File: src/rtl/sincos_pkg.sv
// Shared types and constants for the sin/cos Horner evaluator.
// Coefficients are single-precision Taylor terms, top term first.
package sincos_pkg;

  typedef enum logic [2:0] {
    IDLE,
    SQ,
    MUL,
    ADD,
    FIN
  } state_t;

  localparam logic [31:0] C_ONE   = 32'h3F80_0000;
  localparam logic [31:0] SIN_C3  = 32'hBE2A_AAAB;
  localparam logic [31:0] SIN_C5  = 32'h3C08_8889;
  localparam logic [31:0] SIN_C7  = 32'hB950_0D01;
  localparam logic [31:0] COS_C2  = 32'hBF00_0000;
  localparam logic [31:0] COS_C4  = 32'h3D2A_AAAB;
  localparam logic [31:0] COS_C6  = 32'hBAB6_0B61;
  localparam logic [31:0] COS_C8  = 32'h37D0_0D01;

  localparam logic [2:0] SIN_STEPS = 3'd3;
  localparam logic [2:0] COS_STEPS = 3'd4;

endpackage

File: src/rtl/sincos_horner_if.sv
// Request/response bundle for the sin/cos evaluator.
// The master issues start/sel/x; the slave returns status and result.
interface sincos_horner_if;
  logic        start;
  logic        sel;
  logic [31:0] x;
  logic        busy;
  logic        done;
  logic [31:0] result;
  logic        err;

  modport master (
    output start, sel, x,
    input  busy, done, result, err
  );

  modport slave (
    input  start, sel, x,
    output busy, done, result, err
  );
endinterface

File: src/rtl/sincos_coef_rom.sv
// Coefficient table indexed by function select and Horner step.
// Index 0 is the highest-order term; the last index is 1.0.
module sincos_coef_rom
  import sincos_pkg::*;
(
  input  logic        i_sel,
  input  logic [2:0]  i_k,
  output logic [31:0] o_coef
);

  always_comb begin
    o_coef = C_ONE;
    if (!i_sel) begin
      case (i_k)
        3'd0:    o_coef = SIN_C7;
        3'd1:    o_coef = SIN_C5;
        3'd2:    o_coef = SIN_C3;
        default: o_coef = C_ONE;
      endcase
    end else begin
      case (i_k)
        3'd0:    o_coef = COS_C8;
        3'd1:    o_coef = COS_C6;
        3'd2:    o_coef = COS_C4;
        3'd3:    o_coef = COS_C2;
        default: o_coef = C_ONE;
      endcase
    end
  end

endmodule

File: src/rtl/sincos_horner.sv
// Sequential sin/cos via Horner evaluation in x^2, driving an
// external combinational FP multiplier and adder.
module sincos_horner
  import sincos_pkg::*;
#(
  parameter logic [31:0] EXC_RESULT = 32'h0000_0000
) (
  input  logic           clk,
  input  logic           rst_n,
  sincos_horner_if.slave req,
  output logic [31:0]    mul_a,
  output logic [31:0]    mul_b,
  input  logic [31:0]    mul_p,
  output logic [31:0]    add_a,
  output logic [31:0]    add_b,
  input  logic [31:0]    add_s
);

  state_t      r_state;
  logic [31:0] r_x;
  logic        r_sel;
  logic [31:0] r_x2;
  logic [31:0] r_acc;
  logic [31:0] r_t;
  logic [2:0]  r_k;
  logic        r_busy;
  logic        r_done;
  logic        r_err;
  logic [31:0] r_result;

  logic [2:0]  w_rom_k;
  logic [31:0] w_coef;
  logic        w_last;

  // ADD consumes the term below the one already folded into acc
  assign w_rom_k = (r_state == ADD) ? (r_k + 3'd1) : 3'd0;
  assign w_last  = r_sel ? (r_k == COS_STEPS - 3'd1)
                         : (r_k == SIN_STEPS - 3'd1);

  sincos_coef_rom u_rom (
    .i_sel  (r_sel),
    .i_k    (w_rom_k),
    .o_coef (w_coef)
  );

  assign req.busy   = r_busy;
  assign req.done   = r_done;
  assign req.err    = r_err;
  assign req.result = r_result;

  always_comb begin
    mul_a = 32'h0;
    mul_b = 32'h0;
    add_a = 32'h0;
    add_b = 32'h0;
    case (r_state)
      SQ: begin
        mul_a = r_x;
        mul_b = r_x;
      end
      MUL: begin
        mul_a = r_acc;
        mul_b = r_x2;
      end
      ADD: begin
        add_a = r_t;
        add_b = w_coef;
      end
      FIN: begin
        mul_a = r_acc;
        mul_b = r_x;
      end
      default: ;
    endcase
  end

  always_ff @(posedge clk or negedge rst_n) begin
    if (!rst_n) begin
      r_state  <= IDLE;
      r_x      <= 32'h0;
      r_sel    <= 1'b0;
      r_x2     <= 32'h0;
      r_acc    <= 32'h0;
      r_t      <= 32'h0;
      r_k      <= 3'd0;
      r_busy   <= 1'b0;
      r_done   <= 1'b0;
      r_err    <= 1'b0;
      r_result <= 32'h0;
    end else begin
      r_done <= 1'b0;
      case (r_state)
        IDLE: begin
          if (req.start) begin
            if (&req.x[30:23]) begin
              r_result <= EXC_RESULT;
              r_err    <= 1'b1;
              r_done   <= 1'b1;
            end else begin
              r_x     <= req.x;
              r_sel   <= req.sel;
              r_err   <= 1'b0;
              r_busy  <= 1'b1;
              r_state <= SQ;
            end
          end
        end
        SQ: begin
          r_x2    <= mul_p;
          r_acc   <= w_coef;
          r_k     <= 3'd0;
          r_state <= MUL;
        end
        MUL: begin
          r_t     <= mul_p;
          r_state <= ADD;
        end
        ADD: begin
          r_acc <= add_s;
          r_k   <= r_k + 3'd1;
          if (!w_last) begin
            r_state <= MUL;
          end else if (r_sel) begin
            r_result <= add_s;
            r_done   <= 1'b1;
            r_busy   <= 1'b0;
            r_state  <= IDLE;
          end else begin
            r_state <= FIN;
          end
        end
        FIN: begin
          r_result <= mul_p;
          r_done   <= 1'b1;
          r_busy   <= 1'b0;
          r_state  <= IDLE;
        end
        default: r_state <= IDLE;
      endcase
    end
  end

endmodule

File: src/flat_wrapper.sv
// flat-port wrapper written by rule: the top's interface ports become plain ports
module sincos_horner_flat import sincos_pkg::*;
#(
  parameter logic [31:0] EXC_RESULT = 32'h0000_0000
)
  (clk, rst_n, mul_a, mul_b, mul_p, add_a, add_b, add_s, req_start, req_sel, req_x, req_busy, req_done, req_result, req_err);
  sincos_horner_if req_i ();
  input  logic clk;
  input  logic rst_n;
  output logic [31:0] mul_a;
  output logic [31:0] mul_b;
  input  logic [31:0] mul_p;
  output logic [31:0] add_a;
  output logic [31:0] add_b;
  input  logic [31:0] add_s;
  input wire logic [$bits(req_i.start)-1:0] req_start;
  input wire logic [$bits(req_i.sel)-1:0] req_sel;
  input wire logic [$bits(req_i.x)-1:0] req_x;
  output wire logic [$bits(req_i.busy)-1:0] req_busy;
  output wire logic [$bits(req_i.done)-1:0] req_done;
  output wire logic [$bits(req_i.result)-1:0] req_result;
  output wire logic [$bits(req_i.err)-1:0] req_err;
  assign req_i.start = req_start;
  assign req_i.sel = req_sel;
  assign req_i.x = req_x;
  assign req_busy = req_i.busy;
  assign req_done = req_i.done;
  assign req_result = req_i.result;
  assign req_err = req_i.err;
  sincos_horner #(.EXC_RESULT(EXC_RESULT)) u_core (.clk(clk), .rst_n(rst_n), .req(req_i), .mul_a(mul_a), .mul_b(mul_b), .mul_p(mul_p), .add_a(add_a), .add_b(add_b), .add_s(add_s));
endmodule
File: config.mk
export PLATFORM = sky130hd
export DESIGN_NAME = sincos_horner_flat
export DESIGN_NICKNAME = d
export VERILOG_FILES = /design/src/rtl/sincos_pkg.sv /design/src/rtl/sincos_horner_if.sv /design/src/rtl/sincos_coef_rom.sv /design/src/rtl/sincos_horner.sv /design/src/flat_wrapper.sv
export SDC_FILE = /design/constraint.sdc
export NUM_CORES = 1
export LEC_CHECK = 0
export ABC_AREA = 1
export CORE_ASPECT_RATIO = 1.25
export CORE_MARGIN = 2
export CORE_UTILIZATION = 25
export DETAILED_ROUTE_END_ITERATION = 12
export GPL_ROUTABILITY_DRIVEN = 0
export GPL_TIMING_DRIVEN = 0
export PLACE_DENSITY = 0.56
export SLEW_MARGIN = 20
export SYNTH_ARGS = -nofsm -noshare
export SYNTH_HDL_FRONTEND = slang
export SYNTH_SLANG_ARGS = --single-unit
File: constraint.sdc
create_clock -name clk -period 4.1 [get_ports clk]
set_input_delay 0.615 -clock clk [delete_from_list [all_inputs] [get_ports clk]]
set_output_delay 0.615 -clock clk [all_outputs]
set_load 0.02 [all_outputs]
* Yosys cells after proc, flatten, opt, wreduce, memory -nomap -nowiden *
Cells that the tools add are included.

word-level totals
  register bits = 170
  word-level logic and storage cells = 70
  input port bits = 100

operators by class
  reduce and logical (&&, ||, !) cells = 12
  add/sub/neg operators = 1
  mux-type cells = 31
  bitwise gates (word level) = 1
  equal/unequal tests = 14

operator list
  operator               count
  $mux W32               7
  $pmux W32 S2           3
  $pmux W32 S3           2
  $pmux W32 S4           1
  $eq A3 B2 Y1 const B   6
  $mux W3                5
  $pmux W3 S4            1
  $reduce_and A5 Y1      2
  $mux W1                9
  $reduce_and A8 Y1      1
  $eq A3 B1 Y1 const B   2
  $logic_not A3 Y1       2
  $ne A2 B1 Y1 const B   3
  $pmux W1 S3            2
  $pmux W3 S2            1
  $ne A2 B2 Y1 const B   2
  $reduce_and A2 Y1      2
  $reduce_or A2 Y1       2
  $add A3 B1 Y3 const B  1
  $eq A3 B3 Y1 const B   1
  $reduce_and A3 Y1      1
  $reduce_bool A3 Y1     1
  $reduce_bool A2 Y1     1
  $not A1 Y1             1

* Longest topological paths before layout *
  word-level depth = 6
  gate-level depth with buffers = 9
  mapped depth without buffers = 8

* Hierarchy *
A second synthesis with hierarchy kept.

unflattened totals
  cell total of the unflattened synthesis = 1055
  area total of the unflattened synthesis = 8369.3 um^2

by module, submodules not included
  module           sequential area each (um^2)  cells each  times used  area an instance (um^2)
  sincos_horner    4254.1                       1000        1           8075.2
  sincos_coef_rom  0.0                          55          1           294.0

* Worst setup path before layout *
OpenSTA, ideal clock, no wires.

  path kind = register to output
  start = register u_core.r_state[2]
  end = output add_b[17]
  cell stages (with the launch flop) = 7
  arrival = 1.941 ns
  path slack = 1.544 ns
  data required time = 3.485 ns
  buffers on the path = 3
  path through = dfrtp_1 -> nor2_1 -> buf_4 -> buf_4 -> nand4_1 -> o21ai_0 -> buf_4

between the ends
  longest elaborated chain between the ends = 6
  elaborated cells on any way between the ends = 10

RTL lines
  element                                       line                                          source
  start, declared                               sincos_horner.sv:19                           state_t r_state;
  start signal, assigned                        sincos_horner.sv:79                           r_state <= IDLE;
  start signal, assigned                        sincos_horner.sv:104                          r_state <= SQ;
  start signal, assigned                        sincos_horner.sv:112                          r_state <= MUL;
  $eq A3 B2 Y1 (*)                              sincos_horner.sv:36, sincos_horner.sv:56
  $mux W3                                       sincos_horner.sv:36                           assign w_rom_k = (r_state == ADD) ? (r_k + 3'd1) : 3'd0;
  $eq A3 B2 Y1 (tied with other cells)          sincos_coef_rom.sv:21                         case (i_k)
  $pmux W32 S4 or $pmux W32 S3 (tied branches)  sincos_coef_rom.sv:21, sincos_coef_rom.sv:14
  $mux W32                                      sincos_coef_rom.sv:13                         if (!i_sel) begin
  $mux W32 (*)                                  sincos_horner.sv:56                           case (r_state)
  end, declared                                 flat_wrapper.sv:14                            output logic [31:0] add_b;

Every way passes the cells marked *; elsewhere a longest branch is shown, timed or not.

* Worst setup path after layout *
  start = register u_core.r_state[2]
  end = output mul_a[23]

between the ends
  longest elaborated chain between the ends = 3
  elaborated cells on any way between the ends = 5

RTL lines
  element                                       line                 source
  $eq A3 B3 Y1 or $eq A3 B2 Y1 (tied branches)  sincos_horner.sv:56
  $reduce_or A2 Y1 (no line)                    -
  $pmux W32 S2 (*)                              sincos_horner.sv:56
  end, declared                                 flat_wrapper.sv:10   output logic [31:0] mul_a;

Marks and branches as above.

==> run metrics <==
status=finished, final reports clean; post-synthesis cell count=1003; CP Capture Type=output pin; mux cell area share after synthesis=0%; Netlist Area Pre-Place=0.00798 mm2; PortBufs=256; Max-Cap Viols=0; Primary FF master, synth=dfrtp_1; design area=0.0117 mm2; crit path time final=3620 ps; GRT overflow=0; Post-synth EDFFs=0; routed vias/inst=4.55; peak supply drop=415 uV; sequential share of the synthesized area=53.3%; Req. time, crit path=3480 ps; Layout Utilization=37.0%; DR pass1 iterations=5; Critical Path AT=3010 ps; CP Class=flip-flop to output pin; r2r setup slk=2090 ps; worst slew pin tran=779 ps; CTS sink count=170; max-slew violation count=0; # IOs=263; area grow syn2layout=46.7%; H-tree lvl count=4; clock tree buffer depth=2; initial antenna violation count=0; Post-CTS Hold Buffers=0; Starting Density=25.3%; syn_area_per_cell=7.96 um2; global-route usage over all layers=19.8%; most common cell in the netlist=nand2_1; Pwr Density=870 mW/mm2; Synth Area in Simple Gates=18.9%; Synth area leader=dfrtp_1; Total Wirelength=32.8 mm; core box area=0.0316 mm2; placed instance area=0.0111 mm2; Fill cells=3371; synthesized flop and latch total=170; fin crit share=88.3%; first-pass GRT wire length=48.3 mm; antenna-violating nets left=0; TritonCTS clock tree=built; num rows=73; Max Fanout on Critical Path=10; vias in the first global route=7873; antenna cells=0; mean routed wirelength per cell=19.2 um; Pleak=5.46 nW; HP Class=input pin to async pin; post-CTS setup buffer count=0; largest family of logic cells by synthesized area=simple AND/OR/NAND/NOR gates; r2r endpoint=u_core.req.result[30]$_DFFE_PN0P_; Die W=164 um; Final Setup Violations=0; Via Count=7770; drt initial violations=501; YS warnings=0; die height=204 um; ratio of cells with drive above 1 in the final layout=7.63%; Fin. Hold Viols=0; post-synthesis xor/xnor area fraction=0%; RSZ-0062 raised after global routing=no; Max Freq=0.276 GHz; crit start category=flip-flop; final setup TNS=0 ps; Max-slew headroom=48.1%; complex-gate fraction of the synthesized area=15.7%; Post-layout nets=1385; clock latency on the worst-skew pair=440 ps; Synth cell types=27; worst clock skew=12.5 ps; cell count of the worst reg-to-reg path=6; Synth top cells by count=nand2_1, o21ai_0, dfrtp_1; top cells by area, synth=dfrtp_1, nand2_1, o21ai_0; Die ar.=0.0334 mm2; post-route DRC violation count=0; post-cts sizing count=0; Root Driver=clkbuf_16; clock-pin transition on the worst setup and hold timing paths=70 ps; CTS Buf Count=17; Yosys top cell area share=53.3%; HPWL after DPL=24.1 mm; adder-cell share of the synthesized area=0.157%; reg2reg start=u_core.r_state[0]$_DFFE_PN0P_; largest net degree at the start of global routing=94; ys async rst share=100%
==> report_power, final <==
group	internal, mW	switching (mW)
Sequential	2.43	0.341
Clock	0.974	0.713
Combinational	2.13	3.60
Total	5.54	4.65
==> registers in the layout, summed over array words and instances, names as in the netlist <==
signal and cells:
u_core.req.done 1, u_core.r_k 3, u_core.req.err 1, u_core.r_x2 32
u_core.req.result 32, u_core.r_state 3, u_core.req.busy 1, u_core.r_x 32
u_core.r_t 32, u_core.r_sel 1, u_core.r_acc 32
==> metrics by stage <==
step	instances	power [mW]	hold slack [ps]	setup slack [ps]
2_1_floorplan	1008	5.78	319	1540
3_3_place_gp	1676	8.51	448	-5180
3_5_place_dp	1677	8.56	453	951
4_1_cts	1709	10.3	180	459
5_1_grt	1709	10.9	208	277
6_report	1709	10.2	149	479
==> cell type report <==
cell class / count / area, um2 / share of cell area [%]
repair buffers: 257 / 2590 / 22.2
multi-input cells: 625 / 2800 / 23.9
flip-flops and latches: 170 / 4250 / 36.3
well taps: 412 / 515 / 4.40
clock buffers: 21 / 450 / 3.85
clock inverters: 11 / 146 / 1.25
inverters: 137 / 514 / 4.39
plain buffers: 76 / 437 / 3.73
==> placed cells by master, fill, tap and decap left out, drive strengths merged <==
cell	n
or2	1
clkinv	4
clkdlybuf4s50	255
nand4	2
clkbuf	39
buf	60
nor3	3
o21ai	202
nor2	48
nand2	278
o22ai	22
clkinvlp	5
bufinv	3
and2	1
nand3	45
conb	6
inv	136
a22oi	7
o31ai	1
dfrtp	170
a21boi	1
a21oi	7
ha	1
==> critical path, stage by stage (launching register included) <==
cell	delay, ps
dfrtp_1	460
nor2_4	300
inv_2	90
nor2_4	180
inv_2	110
clkbuf_1	320
o21ai_0	420
clkdlybuf4s50_1	680
==> cell families after synthesis <==
group / after synthesis
simple gates: 378
compound gates: 240
buf+inv: 213
flops: 170
fa+ha+maj: 1
other cells: 1
==> worst max-delay path by stage <==
stage / startpoint / end / slack (ps) / cells after the start
floorplan: u_core.r_state[2]$_DFFE_PN0P_ / add_b[17] / 1540 / 6
finish: u_core.r_state[2]$_DFFE_PN0P_ / mul_a[23] / 480 / 7
global placement: rst_n / u_core.r_t[16]$_DFFE_PN0N_ / -5180 / 1
detailed placement: u_core.r_state[2]$_DFFE_PN0P_ / mul_a[23] / 950 / 7
global route: u_core.r_state[1]$_DFFE_PN0P_ / add_b[19] / 280 / 8
CTS: u_core.r_state[2]$_DFFE_PN0P_ / mul_a[23] / 460 / 7
==> metal layers <==
layer,wire length (um),part of all wire (%),global-route usage (%),vias to the layer above
li1,-,-,-,3720
met1,14400,44,25.5,3695
met2,15400,47,32.4,304
met3,1860,5.7,4.01,51
met4,1110,3.4,7.89,0
met5,0,0,0,-
Power figures use the tool's default switching activity.
